### src/rtl/param_proc.sv
// param_proc: parametrised multicycle core on a shared req/ready memory port.
// Optional memory-wait timeout enabled by defining PARAM_PROC_WAIT_TIMEOUT_EN.
module param_proc #(
   parameter int DATA_W  = 16,
   parameter int ADDR_W  = 16,
   parameter int RSEL_W  = 3,
   parameter int TIMEOUT = 16
) (
   input  logic              Clock,
   input  logic              Resetn,
   input  logic              Run,
   input  logic [DATA_W-1:0] DIN,
   input  logic              MemReady,
   output logic              MemReq,
   output logic              W,
   output logic [ADDR_W-1:0] ADDR,
   output logic [DATA_W-1:0] DOUT,
   output logic              Done,
   output logic              Zero,
   output logic              Carry,
   output logic              Fault
);

   localparam int NREG = 2 ** RSEL_W;
   localparam int IW   = 3 + 2 * RSEL_W;
   localparam int PC   = NREG - 1;
   localparam logic [DATA_W-1:0] ONE = DATA_W'(1);

   typedef enum logic [2:0] {
      IDLE, FETCH, FWAIT, EXEC1, EXEC2, EXEC3, MWAIT
   } state_t;

   typedef enum logic [2:0] {
      OP_MV, OP_MVI, OP_ADD, OP_SUB, OP_LD, OP_ST, OP_MVNZ, OP_AND
   } op_t;

   state_t            state, state_nx;
   logic [DATA_W-1:0] r [NREG];
   logic [DATA_W-1:0] a, g, rx, ry, alu;
   logic [IW-1:0]     ir;
   op_t               op;
   logic [RSEL_W-1:0] x, y;
   logic              cout;
   logic              abort;
   logic              blocked;

   if (DATA_W < IW) begin : g_chk_iw
      $error("param_proc: DATA_W too small for the instruction word");
   end
   if (ADDR_W > DATA_W) begin : g_chk_aw
      $error("param_proc: ADDR_W must not exceed DATA_W");
   end
   if (TIMEOUT < 1) begin : g_chk_to
      $error("param_proc: TIMEOUT must be at least 1");
   end

   assign op = op_t'(ir[IW-1 -: 3]);
   assign x  = ir[2*RSEL_W-1 -: RSEL_W];
   assign y  = ir[RSEL_W-1:0];
   assign rx = r[x];
   assign ry = r[y];

`ifdef PARAM_PROC_WAIT_TIMEOUT_EN
   localparam int CW = $clog2(TIMEOUT + 1);

   logic [CW-1:0] wcnt;
   logic          fault_q;

   assign abort   = MemReq && !MemReady && (wcnt == CW'(TIMEOUT - 1));
   assign blocked = fault_q;
   assign Fault   = fault_q;

   // count consecutive not-ready cycles of a pending access; latch fault on expiry
   always_ff @(posedge Clock or negedge Resetn) begin
      if (!Resetn) begin
         wcnt    <= '0;
         fault_q <= 1'b0;
      end else begin
         if (MemReq && !MemReady) wcnt <= wcnt + CW'(1);
         else                     wcnt <= '0;
         if (abort) fault_q <= 1'b1;
      end
   end
`else
   assign abort   = 1'b0;
   assign blocked = 1'b0;
   assign Fault   = 1'b0;
`endif

   // ALU: result and carry/borrow for the EXEC2 step
   always_comb begin
      alu  = '0;
      cout = 1'b0;
      unique case (op)
         OP_ADD: {cout, alu} = {1'b0, a} + {1'b0, ry};
         OP_SUB: begin
            alu  = a - ry;
            cout = (a < ry);
         end
         default: alu = a & ry;
      endcase
   end

   // state register
   always_ff @(posedge Clock or negedge Resetn) begin
      if (!Resetn) state <= IDLE;
      else         state <= state_nx;
   end

   // next state and state-decoded memory/Done strobes
   always_comb begin
      state_nx = state;
      MemReq   = 1'b0;
      W        = 1'b0;
      Done     = 1'b0;
      unique case (state)
         IDLE:  if (Run && !blocked) state_nx = FETCH;
         FETCH: state_nx = FWAIT;
         FWAIT: begin
            MemReq = 1'b1;
            if (abort)         state_nx = IDLE;
            else if (MemReady) state_nx = EXEC1;
         end
         EXEC1: begin
            unique case (op)
               OP_MV, OP_MVNZ:      Done = 1'b1;
               OP_MVI, OP_LD, OP_ST: state_nx = MWAIT;
               default:             state_nx = EXEC2;
            endcase
         end
         EXEC2: state_nx = EXEC3;
         EXEC3: Done = 1'b1;
         MWAIT: begin
            MemReq = 1'b1;
            W      = (op == OP_ST);
            if (abort)         state_nx = IDLE;
            else if (MemReady) Done = 1'b1;
         end
         default: state_nx = IDLE;
      endcase
      if (Done) state_nx = Run ? FETCH : IDLE;
   end

   // datapath: register file, IR, A/G, address/data and flags
   always_ff @(posedge Clock or negedge Resetn) begin
      if (!Resetn) begin
         for (int i = 0; i < NREG; i++) r[i] <= '0;
         a     <= '0;
         g     <= '0;
         ir    <= '0;
         ADDR  <= '0;
         DOUT  <= '0;
         Zero  <= 1'b0;
         Carry <= 1'b0;
      end else begin
         unique case (state)
            FETCH: ADDR <= r[PC][ADDR_W-1:0];
            FWAIT: begin
               if (MemReady) begin
                  ir    <= DIN[IW-1:0];
                  r[PC] <= r[PC] + ONE;
               end
            end
            EXEC1: begin
               unique case (op)
                  OP_MV:   r[x] <= ry;
                  OP_MVNZ: if (!Zero) r[x] <= ry;
                  OP_MVI:  ADDR <= r[PC][ADDR_W-1:0];
                  OP_LD:   ADDR <= ry[ADDR_W-1:0];
                  OP_ST: begin
                     ADDR <= ry[ADDR_W-1:0];
                     DOUT <= rx;
                  end
                  default: a <= rx;
               endcase
            end
            EXEC2: begin
               g     <= alu;
               Zero  <= (alu == '0);
               Carry <= cout;
            end
            EXEC3: r[x] <= g;
            MWAIT: begin
               if (MemReady) begin
                  unique case (op)
                     OP_LD: r[x] <= DIN;
                     OP_MVI: begin
                        r[PC] <= r[PC] + ONE;
                        r[x]  <= DIN;
                     end
                     default: ;
                  endcase
               end
            end
            default: ;
         endcase
      end
   end

endmodule

### config.mk
export PLATFORM = sky130hd
export DESIGN_NAME = param_proc
export DESIGN_NICKNAME = d
export VERILOG_FILES = /design/src/rtl/param_proc.sv
export SDC_FILE = /design/constraint.sdc
export NUM_CORES = 1
export LEC_CHECK = 0
export ABC_AREA = 0
export BUFFER_PORTS_ARGS = -buffer_cell sky130_fd_sc_hd__buf_4
export CORE_MARGIN = 5
export CORE_UTILIZATION = 40
export CTS_CLUSTER_DIAMETER = 50
export CTS_CLUSTER_SIZE = 8
export DETAILED_ROUTE_END_ITERATION = 8
export PLACE_DENSITY_LB_ADDON = 0.08
export RECOVER_POWER = 100
export SLEW_MARGIN = 20
export SYNTH_ARGS = -nofsm -noshare
export SYNTH_HDL_FRONTEND = slang
export SYNTH_SLANG_ARGS = --single-unit
### constraint.sdc
create_clock -name Clock -period 4.82 [get_ports Clock]
set_input_delay 0.482 -clock Clock [delete_from_list [all_inputs] [get_ports Clock]]
set_output_delay 0.482 -clock Clock [all_outputs]
set_load 0.01 [all_outputs]
==> metrics.txt, run 1 <==
# TYPE chip_impl_metric gauge
chip_impl_metric{name="effective_utilization_at_floorplan",unit=""} 0.404
chip_impl_metric{name="synth.lib_cells_used.distinct",unit=""} 81
chip_impl_metric{name="drt-initial-drc-count",unit=""} 1016
chip_impl_metric{name="drv.max_cap_violation_count",unit=""} 1
chip_impl_metric{name="worst_path_largest_cell_delay",unit="ps"} 880
chip_impl_metric{name="timing.hold.ws",unit="ps"} 183
chip_impl_info{name="clockRootBuffer",value="sky130_fd_sc_hd__clkbuf_16"} 1
chip_impl_metric{name="cts_max_level",unit=""} 2
chip_impl_metric{name="vdd.ir_drop.worst",unit="uV"} 317
chip_impl_metric{name="crit_fanout",unit=""} 21
chip_impl_metric{name="antenna_found_initial",unit=""} 1
chip_impl_metric{name="n_antenna_cell",unit=""} 0
chip_impl_metric{name="clock_sinks",unit=""} 206
chip_impl_metric{name="synth-seq-cells",unit=""} 206
chip_impl_metric{name="count_of_vias_placed_by_the_detailed_router",unit=""} 11200
chip_impl_metric{name="synth_top_area_frac",unit=""} 0.407
chip_impl_info{name="post-synth-top-area-cell",value="sky130_fd_sc_hd__dfrtp_1"} 1
chip_impl_metric{name="grt_remaining_overflow",unit=""} 0
chip_impl_metric{name="post_route_cells_drive_above_1_share",unit=""} 0.147
chip_impl_metric{name="viasPerCell",unit=""} 6.07
chip_impl_metric{name="first_global_vias",unit=""} 11000
chip_impl_info{name="unrepaired_setup_endpoints_after_global_routing",value="false"} 1
chip_impl_metric{name="synth_compound_gate_area_share",unit=""} 0.222
chip_impl_info{name="yosys_most_used_dff",value="sky130_fd_sc_hd__dfrtp_1"} 1
chip_impl_metric{name="synth-warning-count",unit=""} 0
chip_impl_metric{name="cp.arrival",unit="ps"} 4740
chip_impl_info{name="worst_setup_path_end_kind",value="flop"} 1
chip_impl_metric{name="finalHoldViolCount",unit=""} 0
chip_impl_metric{name="chipWidth",unit="um"} 188
chip_impl_metric{name="yosys.area_share.simple",unit=""} 0.146
chip_impl_metric{name="synth_edf_count",unit=""} 0
chip_impl_metric{name="coreArea",unit="sq mm"} 0.0314
chip_impl_metric{name="cellPowerDensity",unit="mW/mm^2"} 890
chip_impl_metric{name="n_fill_cell",unit=""} 3059
chip_impl_metric{name="post-route-cell-area",unit="sq mm"} 0.0146
chip_impl_metric{name="setup-violations-final",unit=""} 0
chip_impl_metric{name="io-pin-count",unit=""} 58
chip_impl_metric{name="max_freq",unit="MHz"} 223
chip_impl_metric{name="synthAdderAreaFrac",unit=""} 0.0424
chip_impl_metric{name="drt-total-wl",unit="um"} 47000
chip_impl_metric{name="ys_async_sr_fraction",unit=""} 1.00
chip_impl_metric{name="critical_path_required",unit="ps"} 5080
chip_impl_metric{name="floorplan.die_area",unit="sq mm"} 0.0354
chip_impl_metric{name="placedInstanceArea",unit="sq mm"} 0.0136
chip_impl_metric{name="synthMuxAreaShare",unit=""} 0.121
chip_impl_info{name="cp_slowest_cell",value="sky130_fd_sc_hd__or2_0"} 1
chip_impl_metric{name="syn-num-nets",unit=""} 1457
chip_impl_metric{name="place.detailed.hpwl",unit="um"} 33600
chip_impl_info{name="timing_worst_setup_path_type",value="reg2reg"} 1
chip_impl_metric{name="route.detailed.wl_per_inst",unit="um"} 25.4
chip_impl_metric{name="place.port_buffers",unit=""} 56
chip_impl_metric{name="grt_max_degree",unit=""} 94
chip_impl_metric{name="die_height",unit="um"} 188
chip_impl_metric{name="place_inst",unit=""} 1794
chip_impl_metric{name="insertion_delay",unit="ps"} 530
chip_impl_metric{name="layout.core_utilization",unit=""} 0.466
chip_impl_info{name="synth_area_leaders",value="sky130_fd_sc_hd__dfrtp_1 (41%), sky130_fd_sc_hd__o21ai_0 (7.7%), sky130_fd_sc_hd__nand2_1 (7.0%), sky130_fd_sc_hd__mux4_2 (5.7%), sky130_fd_sc_hd__mux2_2 (4.9%)"} 1
chip_impl_metric{name="area_growth_syn_to_layout",unit="%"} 15.3
chip_impl_metric{name="detail_route.first_pass.iterations",unit=""} 5
chip_impl_metric{name="numCtsBuffers",unit=""} 38
chip_impl_metric{name="fin_tns_setup",unit="ps"} 0
chip_impl_metric{name="rows",unit=""} 65
chip_impl_metric{name="grt_usage",unit=""} 0.262
chip_impl_metric{name="finalMaxSlewViolations",unit=""} 49
chip_impl_metric{name="stdcell_count",unit=""} 1853
chip_impl_metric{name="finalCriticalPeriod",unit="ps"} 4480
chip_impl_info{name="start_kind",value="flop"} 1
chip_impl_metric{name="p_leak",unit="uW"} 0.00617
chip_impl_metric{name="cts_max_path_buffers",unit=""} 3
chip_impl_metric{name="synth.cell_area",unit="sq mm"} 0.0127
chip_impl_metric{name="timing_worst_slew_pin_value",unit="ps"} 2920
chip_impl_metric{name="ant_nets",unit=""} 0
chip_impl_info{name="main_combinational_cell_family_by_area_after_synthesis",value="compound AO/OA/AOI/OAI gates"} 1
chip_impl_metric{name="finalClockSkew",unit="ps"} 16.8
chip_impl_metric{name="final_nets",unit=""} 1494
chip_impl_metric{name="netlist_instances",unit=""} 1396
chip_impl_metric{name="place_congestion",unit=""} 0.918
chip_impl_info{name="path_type_of_the_worst_min_delay_path",value="in2reg"} 1
chip_impl_info{name="status",value="complete, but fails checks"} 1
chip_impl_metric{name="synth_seq_area_share",unit=""} 0.407
chip_impl_info{name="path_cells",value="clkbuf_1 > nor2_1 > or2_0 > nor2_1 > or2_0 > o21ai_0"} 1
chip_impl_metric{name="syn_area_per_cell",unit="sq um"} 9.08
chip_impl_metric{name="cts_repair_resize_count",unit=""} 0
chip_impl_info{name="cts_tree",value="built"} 1
chip_impl_metric{name="grt_first_pass_wirelength",unit="um"} 71300
chip_impl_metric{name="path_clk_slew",unit="ps"} 50
chip_impl_metric{name="drc_markers",unit=""} 0
chip_impl_metric{name="synth-xor-area-share",unit=""} 0.0145
chip_impl_metric{name="period_share",unit=""} 0.929
chip_impl_metric{name="max_slew_margin",unit=""} -0.944
chip_impl_info{name="violations",value="capacitance limit, slew limit"} 1
==> area by class of cell <==
| type | count | area [sq um] | share of cell area |
|---|---|---|---|
| multi-input combinational | 1043 | 6970 | 0.476 |
| sequential | 206 | 5160 | 0.353 |
| clock buffer | 43 | 990 | 0.0677 |
| timing repair buffer | 108 | 641 | 0.0438 |
| tap | 402 | 503 | 0.0344 |
| clock inverter | 15 | 233 | 0.0159 |
| inverter | 36 | 135 | 0.00924 |
==> worst paths after layout <==
| path | from | to | slack (ps) | cells past startpoint |
|---|---|---|---|---|
| worst max-delay path | state[2] | r[4] | 340 | 6 |
| min in group asynchronous | Resetn | ADDR[1] | 1440 | 2 |
| worst max register to register | state[2] | r[4] | 340 | 6 |
| worst min register to register | Carry | Carry | 500 | 1 |
| max in group asynchronous | Resetn | async pin | 1050 | 3 |
| worst min-delay path | Run | state[0] | 180 | 3 |
==> where the power goes <==
| group | internal, uW | leakage [uW] | switching, uW |
|---|---|---|---|
| Clock | 1680 | 0.000597 | 916 |
| Combinational | 2570 | 0.00289 | 4650 |
| Sequential | 2450 | 0.00268 | 750 |
==> per-layer routing <==
layer | track usage | share of wire | routed length (um) | up-vias
li1 | - | - | - | 5158
met1 | 0.373 | 0.44 | 20700 | 5499
met2 | 0.407 | 0.45 | 21100 | 494
met3 | 0.0400 | 0.072 | 3380 | 86
met4 | 0.0963 | 0.039 | 1850 | 2
met5 | 0 | 0.00015 | 7 | -
==> per-stage QoR <==
stage | total power (uW) | worst slack (ps)
finish | 13000 | 342
global route | 13900 | 172
CTS | 13100 | 595
detailed placement | 10500 | 612
global placement | 10400 | 717
floorplan | 7840 | 951
==> what timing repair did <==
action	in CTS	in global routing
hold buffers	1	0
buffers inserted	0	0
endpoints found under the hold margin	47	0
==> synthesized netlist by cell type (3+ instances only) <==
cell                        number
sky130_fd_sc_hd__clkbuf_1       85
sky130_fd_sc_hd__o22a_1          3
sky130_fd_sc_hd__nand2_1       237
sky130_fd_sc_hd__buf_1           4
sky130_fd_sc_hd__o21ai_0       196
sky130_fd_sc_hd__xor2_1          4
sky130_fd_sc_hd__and3_1          8
sky130_fd_sc_hd__o21ai_1         5
sky130_fd_sc_hd__and2_1          6
sky130_fd_sc_hd__ha_1           39
sky130_fd_sc_hd__mux2i_1        20
sky130_fd_sc_hd__a21o_1          9
sky130_fd_sc_hd__a211oi_1       10
sky130_fd_sc_hd__a22o_1          3
sky130_fd_sc_hd__nor4_1          3
sky130_fd_sc_hd__buf_2          18
sky130_fd_sc_hd__o21a_1          3
sky130_fd_sc_hd__o31ai_1         5
sky130_fd_sc_hd__xnor2_1        17
sky130_fd_sc_hd__inv_1          34
sky130_fd_sc_hd__nor2_1         67
sky130_fd_sc_hd__a22oi_1        73
sky130_fd_sc_hd__dfrtp_1       206
sky130_fd_sc_hd__a21oi_1        58
sky130_fd_sc_hd__nor3_1         19
sky130_fd_sc_hd__a311oi_1        5
sky130_fd_sc_hd__o2111ai_1       3
sky130_fd_sc_hd__a31oi_1        11
sky130_fd_sc_hd__nand3_1        17
sky130_fd_sc_hd__a221oi_1        4
sky130_fd_sc_hd__mux2_2         55
sky130_fd_sc_hd__or3_1           4
sky130_fd_sc_hd__nand2b_1        5
sky130_fd_sc_hd__mux4_2         32
sky130_fd_sc_hd__nor3b_1        11
sky130_fd_sc_hd__o22ai_1        27
sky130_fd_sc_hd__nand4_1        19
sky130_fd_sc_hd__o211ai_1        8
sky130_fd_sc_hd__or2_2           3
sky130_fd_sc_hd__nor2b_1         7
==> cell families (layout without fill, tap and decap cells) <==
group,after synthesis,after routing
AOI/OAI and AO/OA,452,452
other,1,1
muxes,107,107
xor gates and xnor gates,21,21
and+or+nand+nor,420,420
DFF,206,206
adders and majority gates,42,42
buffers and inverters,147,202
==> critical path, delay by kind of cell (launching register included) <==
| kind | cells | cell delay, ps |
|---|---|---|
| simple gates | 4 | 2280 |
| buf+inv | 1 | 820 |
| flops | 1 | 600 |
| compound gates | 1 | 490 |
==> layout by cell type (no fill, tap or decap), types with 32 or more instances in the layout <==
cell type / count
sky130_fd_sc_hd__clkbuf_16: 38
sky130_fd_sc_hd__mux2_2: 51
sky130_fd_sc_hd__a22oi_1: 73
sky130_fd_sc_hd__nand2_1: 238
sky130_fd_sc_hd__buf_4: 50
sky130_fd_sc_hd__clkbuf_1: 53
sky130_fd_sc_hd__a21oi_1: 58
sky130_fd_sc_hd__o21ai_0: 198
sky130_fd_sc_hd__ha_1: 39
sky130_fd_sc_hd__mux4_2: 32
sky130_fd_sc_hd__dfrtp_1: 205
sky130_fd_sc_hd__inv_1: 35
sky130_fd_sc_hd__nor2_1: 67
(Power assumes the default switching activity.)
==> inputs of run 2 (changes only) <==
--- a/config.mk
+++ b/config.mk
@@ -7,7 +7,8 @@
 export LEC_CHECK = 0
 export ABC_AREA = 0
 export BUFFER_PORTS_ARGS = -buffer_cell sky130_fd_sc_hd__buf_4
-export CORE_MARGIN = 5
+export CORE_ASPECT_RATIO = 0.6
+export CORE_MARGIN = 1.5
 export CORE_UTILIZATION = 40
 export CTS_CLUSTER_DIAMETER = 50
 export CTS_CLUSTER_SIZE = 8
==> run 2 against run 1 <==
Effect of this change: the run still ends with capacitance limit, slew limit left; sequential power increased by 2%; clock skew decreased by 2.4 ps; sequential share of layout area increased by 1.1 points; total power decreased by 4.2%; non-clock buffer count increased by 2; fmax increased by 0.52%; register-to-register slack improved by 20 ps; sequential cell count unchanged; first-iteration DRC count increased by 67%; combinational power increased by 1%; via count increased by 1.8%; die area decreased by 7.2%.
==> metrics.txt, run 2 (synthesis gave the netlist of run 1 again) <==
# TYPE chip_impl_metric gauge
chip_impl_info{name="path_cells",value="mux4_2 > mux2_1 > ha_1 > fa_1 > nand3b_1 > a21o_1 > a211oi_1 > o31ai_1 > a22oi_1 > mux2_2 > a21oi_1 > nand4_1 > o21ai_1"} 1
chip_impl_metric{name="max_slew_margin",unit=""} -0.985
chip_impl_metric{name="drt-total-wl",unit="um"} 48500
chip_impl_info{name="cts_tree",value="built"} 1
chip_impl_metric{name="cts_max_path_buffers",unit=""} 3
chip_impl_metric{name="detailedPlace.worstSlack",unit="ps"} 530
chip_impl_info{name="cp_slowest_cell",value="sky130_fd_sc_hd__dfrtp_2"} 1
chip_impl_metric{name="finalCriticalPeriod",unit="ps"} 4460
chip_impl_metric{name="antenna_found_initial",unit=""} 2
chip_impl_metric{name="grt_remaining_overflow",unit=""} 0
chip_impl_metric{name="fin_tns_setup",unit="ps"} 0
chip_impl_info{name="start_kind",value="flop"} 1
chip_impl_metric{name="finalClockSkew",unit="ps"} 14.4
chip_impl_metric{name="internal_power",unit="uW"} 6140
chip_impl_metric{name="p_sw",unit="uW"} 6330
chip_impl_metric{name="r2r_setup_slk",unit="ps"} 360
chip_impl_metric{name="stdcell_count",unit=""} 1847
chip_impl_info{name="most_common_cell_after_layout_fill_and_taps_aside",value="sky130_fd_sc_hd__nand2_1"} 1
chip_impl_metric{name="drt-initial-drc-count",unit=""} 1696
chip_impl_metric{name="drc_markers",unit=""} 0
chip_impl_metric{name="placedInstanceArea",unit="sq mm"} 0.0136
chip_impl_metric{name="effective_utilization_at_floorplan",unit=""} 0.407
chip_impl_metric{name="cellPowerDensity",unit="mW/mm^2"} 879
chip_impl_metric{name="route.detailed.wl_per_inst",unit="um"} 26.3
chip_impl_metric{name="insertion_delay",unit="ps"} 570
chip_impl_metric{name="grt_first_pass_wirelength",unit="um"} 72700
chip_impl_metric{name="place_inst",unit=""} 1811
chip_impl_info{name="violations",value="capacitance limit, slew limit"} 1
chip_impl_metric{name="place_congestion",unit=""} 0.953
chip_impl_info{name="rr_startpoint",value="ir[0]"} 1
chip_impl_metric{name="vdd.ir_drop.worst",unit="uV"} 353
chip_impl_info{name="clockRootBuffer",value="sky130_fd_sc_hd__clkbuf_16"} 1
chip_impl_metric{name="cts_repair_resize_count",unit=""} 0
chip_impl_metric{name="pwr-share-comb",unit=""} 0.585
chip_impl_metric{name="cp.arrival",unit="ps"} 4950
chip_impl_metric{name="grt_max_degree",unit=""} 109
chip_impl_metric{name="cts_max_level",unit=""} 1
chip_impl_info{name="reg2reg_to",value="Zero"} 1
chip_impl_metric{name="post-route-worst-setup-slack",unit="ps"} 365
chip_impl_metric{name="place.port_buffers",unit=""} 56
chip_impl_info{name="unrepaired_setup_endpoints_after_global_routing",value="false"} 1
chip_impl_metric{name="numCtsBuffers",unit=""} 30
chip_impl_info{name="timing_worst_setup_path_type",value="reg2reg"} 1
chip_impl_metric{name="ant_nets",unit=""} 0
chip_impl_metric{name="final_nets",unit=""} 1488
chip_impl_info{name="crit_start",value="ir[0]"} 1
chip_impl_metric{name="post_route_cells_drive_above_1_share",unit=""} 0.136
chip_impl_info{name="cpLargestDelayFamily",value="multiplexers"} 1
chip_impl_metric{name="detail_route.first_pass.iterations",unit=""} 6
chip_impl_metric{name="viasPerCell",unit=""} 6.20
chip_impl_info{name="path_type_of_the_worst_min_delay_path",value="in2reg"} 1
chip_impl_metric{name="max_freq",unit="MHz"} 224
chip_impl_metric{name="reg2reg_depth",unit=""} 13
chip_impl_info{name="status",value="complete, but fails checks"} 1
chip_impl_metric{name="first_global_vias",unit=""} 10600
chip_impl_metric{name="netSwitchingFraction",unit=""} 0.508
chip_impl_metric{name="hold_buf_count_cts",unit=""} 0
chip_impl_metric{name="clock_sinks",unit=""} 206
chip_impl_metric{name="chipWidth",unit="um"} 233
chip_impl_metric{name="share_clk_of_total_power",unit=""} 0.152
chip_impl_info{name="layout_common_cells",value="sky130_fd_sc_hd__nand2_1 (238), sky130_fd_sc_hd__dfrtp_1 (205), sky130_fd_sc_hd__o21ai_0 (198)"} 1
chip_impl_metric{name="grt_usage",unit=""} 0.299
chip_impl_metric{name="timing.critical_path.buf_inv",unit=""} 0
chip_impl_metric{name="floorplan.die_area",unit="sq mm"} 0.0328
chip_impl_metric{name="sequential_cell_fraction_of_total_power",unit=""} 0.263
chip_impl_metric{name="setup-violations-final",unit=""} 0
chip_impl_metric{name="critical_path_required",unit="ps"} 5310
chip_impl_metric{name="cp_num_cells",unit=""} 13
chip_impl_metric{name="die_height",unit="um"} 141
chip_impl_metric{name="path_clk_slew",unit="ps"} 50
chip_impl_metric{name="post-route-cell-area",unit="sq mm"} 0.0142
chip_impl_metric{name="period_share",unit=""} 0.924
chip_impl_metric{name="timing.hold.ws",unit="ps"} 133
chip_impl_metric{name="worst_path_largest_cell_delay",unit="ps"} 640
chip_impl_metric{name="finalHoldViolCount",unit=""} 0
chip_impl_metric{name="place.detailed.hpwl",unit="um"} 35600
chip_impl_metric{name="p_leak",unit="uW"} 0.00596
chip_impl_metric{name="finalMaxSlewViolations",unit=""} 142
chip_impl_metric{name="coreArea",unit="sq mm"} 0.0312
chip_impl_metric{name="drv.max_cap_violation_count",unit=""} 2
chip_impl_info{name="crit_path_to",value="Zero"} 1
chip_impl_metric{name="rows",unit=""} 50
chip_impl_metric{name="count_of_vias_placed_by_the_detailed_router",unit=""} 11400
chip_impl_metric{name="io-pin-count",unit=""} 58
chip_impl_info{name="worst_setup_path_end_kind",value="flop"} 1
chip_impl_metric{name="number_of_setup_buffers_added_after_cts",unit=""} 0
chip_impl_metric{name="crit_fanout",unit=""} 14
chip_impl_metric{name="area_growth_syn_to_layout",unit="%"} 11.9
chip_impl_metric{name="timing_worst_slew_pin_value",unit="ps"} 2980
-- run 2: cell count changes in the layout (fill, tap and decap cells not counted), sizes merged --
| cell | previous run | this run |
|---|---|---|
| clkbuf | 98 | 90 |
| buf | 52 | 53 |
| dlygate4sd3 | 1 | 0 |
| clkinvlp | 1 | 0 |
| clkinv | 9 | 3 |
| bufinv | 4 | 0 |
| diode | 0 | 1 |
| inv | 37 | 35 |
-- run 2: routing by layer --
| metal | part of all wire | GRT usage | vias to the layer above |
|---|---|---|---|
| met1 | 0.50 | 0.499 | 5651 |
| li1 | - | - | 5111 |
| met2 | 0.39 | 0.388 | 604 |
| met4 | 0.022 | 0.0584 | 2 |
| met5 | 0.00039 | 0 | - |
| met3 | 0.094 | 0.0568 | 78 |
-- run 2: final cells by class --
class | instances | area, sq um
antenna | 1 | 2.50
clock buffer | 33 | 783
clock inverter | 2 | 13.8
fill | 3054 | 17000
inverter | 36 | 135
multi-input combinational | 1043 | 6950
sequential | 206 | 5160
tap | 416 | 520
timing repair buffer | 110 | 624
-- run 2: power groups by stage --
stage                     logic [uW]  clock network [uW]  registers, uW
after global placement          7280                   0           3270
after global routing            7870                2000           3360
after floorplan                 4960                   0           2880
after CTS                       7300                1930           3260
final                           7300                1900           3270
after detailed placement        7260                   0           3270
-- run 2: metrics by stage --
step	util	power [uW]
2_1_floorplan	-	7840
3_3_place_gp	0.437	10500
3_5_place_dp	0.437	10500
4_1_cts	0.463	12500
5_1_grt	0.455	13200
6_report	0.455	12500
-- run 2: worst min-delay path by stage --
| stage | to | slack (ps) | cells after the start | from |
|---|---|---|---|---|
| 2_1_floorplan | ADDR[0] | 190 | 0 | Resetn |
| 3_3_place_gp | Carry | 490 | 1 | Carry |
| 3_5_place_dp | Carry | 490 | 1 | Carry |
| 4_1_cts | async pin | 30 | 1 | Resetn |
| 5_1_grt | state[0] | 150 | 3 | Run |
| 6_report | state[0] | 130 | 3 | Run |
-- run 2: worst min-delay path: cells and delay by family --
family,cells,cell delay [ps]
buf+inv,1,90
simple gates,2,90
==> inputs of run 3 (changes only) <==
--- a/config.mk
+++ b/config.mk
@@ -6,13 +6,15 @@
 export NUM_CORES = 1
 export LEC_CHECK = 0
 export ABC_AREA = 0
-export BUFFER_PORTS_ARGS = -buffer_cell sky130_fd_sc_hd__buf_4
+export CAP_MARGIN = 20
 export CORE_ASPECT_RATIO = 0.6
 export CORE_MARGIN = 1.5
 export CORE_UTILIZATION = 40
 export CTS_CLUSTER_DIAMETER = 50
 export CTS_CLUSTER_SIZE = 8
 export DETAILED_ROUTE_END_ITERATION = 8
+export DONT_BUFFER_PORTS = 1
+export MAX_ROUTING_LAYER = met4
 export PLACE_DENSITY_LB_ADDON = 0.08
 export RECOVER_POWER = 100
 export SLEW_MARGIN = 20
==> run 3 against run 2 <==
Effect of this change: the run ends with hold timing, capacitance limit, slew limit left; register-to-register slack got worse by 40 ps; non-clock buffer count is 64 lower; core utilization is 0.95 points lower; fmax decreased by 0.79%; wire length grew 4.1%; die area is the same; combinational power shrank 3%; critical path depth shrank 3; count of clock-buffer cells in the layout increased by 1; design area is 2.1% lower; largest power group unchanged.
==> metrics.txt, run 3 (synthesis gave the netlist of run 1 again) <==
# TYPE chip_impl_metric gauge
chip_impl_metric{name="chipWidth",unit="um"} 233
chip_impl_metric{name="detail_route.first_pass.iterations",unit=""} 5
chip_impl_metric{name="grt_max_degree",unit=""} 207
chip_impl_metric{name="worst_path_largest_cell_delay",unit="ps"} 750
chip_impl_metric{name="max_freq",unit="MHz"} 223
chip_impl_metric{name="drv.max_cap_violation_count",unit=""} 1
chip_impl_metric{name="post-route-worst-setup-slack",unit="ps"} 330
chip_impl_info{name="crit_start",value="state[0]"} 1
chip_impl_metric{name="finalClockSkew",unit="ps"} 14.4
chip_impl_info{name="violations",value="hold timing, capacitance limit, slew limit"} 1
chip_impl_metric{name="cp_num_cells",unit=""} 10
chip_impl_info{name="path_type_of_the_worst_min_delay_path",value="in2async"} 1
chip_impl_metric{name="layout.core_utilization",unit=""} 0.446
chip_impl_info{name="most_common_cell_after_layout_fill_and_taps_aside",value="sky130_fd_sc_hd__nand2_1"} 1
chip_impl_metric{name="finalHoldViolCount",unit=""} 206
chip_impl_metric{name="route.detailed.wl_per_inst",unit="um"} 28.3
chip_impl_metric{name="cts_repair_resize_count",unit=""} 0
chip_impl_info{name="highest_layer",value="met4"} 1
chip_impl_metric{name="area_growth_syn_to_layout",unit="%"} 9.57
chip_impl_metric{name="floorplan.die_area",unit="sq mm"} 0.0328
chip_impl_metric{name="cp.arrival",unit="ps"} 4910
chip_impl_metric{name="grt_usage",unit=""} 0.321
chip_impl_metric{name="grt_remaining_overflow",unit=""} 0
chip_impl_metric{name="effective_utilization_at_floorplan",unit=""} 0.407
chip_impl_metric{name="final_nets",unit=""} 1425
chip_impl_metric{name="insertion_delay",unit="ps"} 570
chip_impl_info{name="unrepaired_setup_endpoints_after_global_routing",value="false"} 1
chip_impl_info{name="worst_setup_path_end_kind",value="flop"} 1
chip_impl_metric{name="cts_max_level",unit=""} 1
chip_impl_metric{name="antenna_found_initial",unit=""} 3
chip_impl_metric{name="crit_fanout",unit=""} 26
chip_impl_metric{name="clock_sinks",unit=""} 206
chip_impl_info{name="cp_slowest_cell",value="sky130_fd_sc_hd__o21ai_0"} 1
chip_impl_metric{name="route.met3.wl",unit="um"} 6260
chip_impl_metric{name="vdd.ir_drop.worst",unit="uV"} 335
chip_impl_metric{name="p_leak",unit="uW"} 0.00581
chip_impl_metric{name="setup-violations-final",unit=""} 0
chip_impl_info{name="status",value="complete, but fails checks"} 1
chip_impl_metric{name="finalMaxSlewViolations",unit=""} 33
chip_impl_metric{name="ant_nets",unit=""} 0
chip_impl_metric{name="n_fill_cell",unit=""} 3051
chip_impl_metric{name="viasPerCell",unit=""} 6.38
chip_impl_metric{name="count_of_vias_placed_by_the_detailed_router",unit=""} 11400
chip_impl_metric{name="cellPowerDensity",unit="mW/mm^2"} 895
chip_impl_metric{name="timing.hold.ws",unit="ps"} -386
chip_impl_metric{name="place_congestion",unit=""} 0.990
chip_impl_metric{name="drc_markers",unit=""} 0
chip_impl_metric{name="die_height",unit="um"} 141
chip_impl_info{name="clockRootBuffer",value="sky130_fd_sc_hd__clkbuf_16"} 1
chip_impl_metric{name="rows",unit=""} 50
chip_impl_metric{name="timing_worst_slew_pin_value",unit="ps"} 1690
chip_impl_metric{name="numCtsBuffers",unit=""} 31
chip_impl_metric{name="finalCriticalPeriod",unit="ps"} 4490
chip_impl_info{name="rr_startpoint",value="state[0]"} 1
chip_impl_metric{name="path_clk_slew",unit="ps"} 50
chip_impl_metric{name="post_route_cells_drive_above_1_share",unit=""} 0.130
chip_impl_metric{name="place.detailed.hpwl",unit="um"} 36400
chip_impl_info{name="cpLargestDelayFamily",value="buffers and inverters"} 1
chip_impl_metric{name="cts_max_path_buffers",unit=""} 3
chip_impl_metric{name="number_of_setup_buffers_added_after_cts",unit=""} 0
chip_impl_metric{name="wl_met2",unit="um"} 19300
chip_impl_metric{name="drt-total-wl",unit="um"} 50500
chip_impl_metric{name="grt_first_pass_wirelength",unit="um"} 74700
chip_impl_metric{name="coreArea",unit="sq mm"} 0.0312
chip_impl_metric{name="reg2reg_depth",unit=""} 10
chip_impl_info{name="layout_common_cells",value="sky130_fd_sc_hd__nand2_1 (238), sky130_fd_sc_hd__dfrtp_1 (205), sky130_fd_sc_hd__o21ai_0 (198)"} 1
chip_impl_metric{name="drt-met1-wl",unit="um"} 24000
chip_impl_metric{name="critical_path_required",unit="ps"} 5240
chip_impl_info{name="critical_path.most_common_cell",value="sky130_fd_sc_hd__nand2_1"} 1
chip_impl_info{name="cts_tree",value="built"} 1
chip_impl_metric{name="io-pin-count",unit=""} 58
chip_impl_info{name="timing_worst_setup_path_type",value="reg2reg"} 1
chip_impl_metric{name="place.port_buffers",unit=""} 0
chip_impl_metric{name="detailedPlace.worstSlack",unit="ps"} 404
chip_impl_metric{name="max_slew_margin",unit=""} -0.128
chip_impl_metric{name="period_share",unit=""} 0.932
chip_impl_metric{name="first_global_vias",unit=""} 10500
chip_impl_metric{name="fin_tns_setup",unit="ps"} 0
chip_impl_metric{name="timing.critical_path.buf_inv",unit=""} 4
chip_impl_info{name="path_cells",value="inv_1 > nand2_1 > inv_1 > nand2_1 > o21ai_0 > nor2_1 > clkbuf_1 > nand2_1 > clkbuf_2 > o21ai_0"} 1
chip_impl_metric{name="drt-initial-drc-count",unit=""} 1613
chip_impl_info{name="start_kind",value="flop"} 1
[run 3: cell count changes in the layout (fill, tap and decap cells not counted), moves of 2 or more]
cell | previous run | this run
sky130_fd_sc_hd__clkbuf_4 | 2 | 0
sky130_fd_sc_hd__clkbuf_2 | 4 | 7
sky130_fd_sc_hd__buf_4 | 53 | 32
sky130_fd_sc_hd__clkbuf_1 | 53 | 9
sky130_fd_sc_hd__clkinvlp_4 | 0 | 3
[run 3: report_power, final]
group | internal, uW | leakage, uW | total [uW] | switching (uW)
combinational | 2490 | 0.00273 | 7100 | 4610
clock | 1150 | 0.000397 | 1950 | 804
sequential | 2450 | 0.00268 | 3390 | 936
[run 3: layer usage]
| layer | track usage | up-vias |
|---|---|---|
| met4 | 0.0608 | 0 |
| li1 | - | 4992 |
| met5 | - | - |
| met3 | 0.0979 | 76 |
| met2 | 0.399 | 657 |
| met1 | 0.500 | 5671 |
[run 3: final timing paths]
kind	to	slack, ps
setup / recovery	flop	330
hold / removal	async pin	-390
setup reg to reg	flop	330
hold reg to reg	flop	510
max in group asynchronous	r[12]	4850
min in group Clock	ir[6]	30
[run 3: final cells by class]
| class | count | area [sq um] | area share |
|---|---|---|---|
| multi-input cells | 1043 | 6950 | 0.500 |
| flip-flops and latches | 206 | 5160 | 0.371 |
| clock buffers | 34 | 797 | 0.0574 |
| well taps | 416 | 520 | 0.0375 |
| repair buffers | 46 | 302 | 0.0217 |
| inverters | 36 | 135 | 0.00973 |
| clock inverters | 4 | 31.3 | 0.00225 |
| diodes | 1 | 2.50 | 0.000180 |
[run 3: worst register-to-register path, stage by stage (launching register included)]
cell and delay, ps:
sky130_fd_sc_hd__dfrtp_1 440, sky130_fd_sc_hd__inv_1 230, sky130_fd_sc_hd__nand2_1 530, sky130_fd_sc_hd__inv_1 430
sky130_fd_sc_hd__nand2_1 380, sky130_fd_sc_hd__o21ai_0 750, sky130_fd_sc_hd__nor2_1 210, sky130_fd_sc_hd__clkbuf_1 300
sky130_fd_sc_hd__nand2_1 290, sky130_fd_sc_hd__clkbuf_2 570, sky130_fd_sc_hd__o21ai_0 220
[run 3: per-stage QoR]
stage | hold WS [ps] | instance area (sq um) | power [uW] | cells
2_1_floorplan | 186 | 12700 | 7840 | 1396
3_3_place_gp | 197 | 13100 | 10400 | 1747
3_5_place_dp | 198 | 13100 | 10300 | 1747
4_1_cts | -398 | 14000 | 12300 | 1785
5_1_grt | -402 | 13900 | 13200 | 1786
6_report | -386 | 13900 | 12400 | 1786
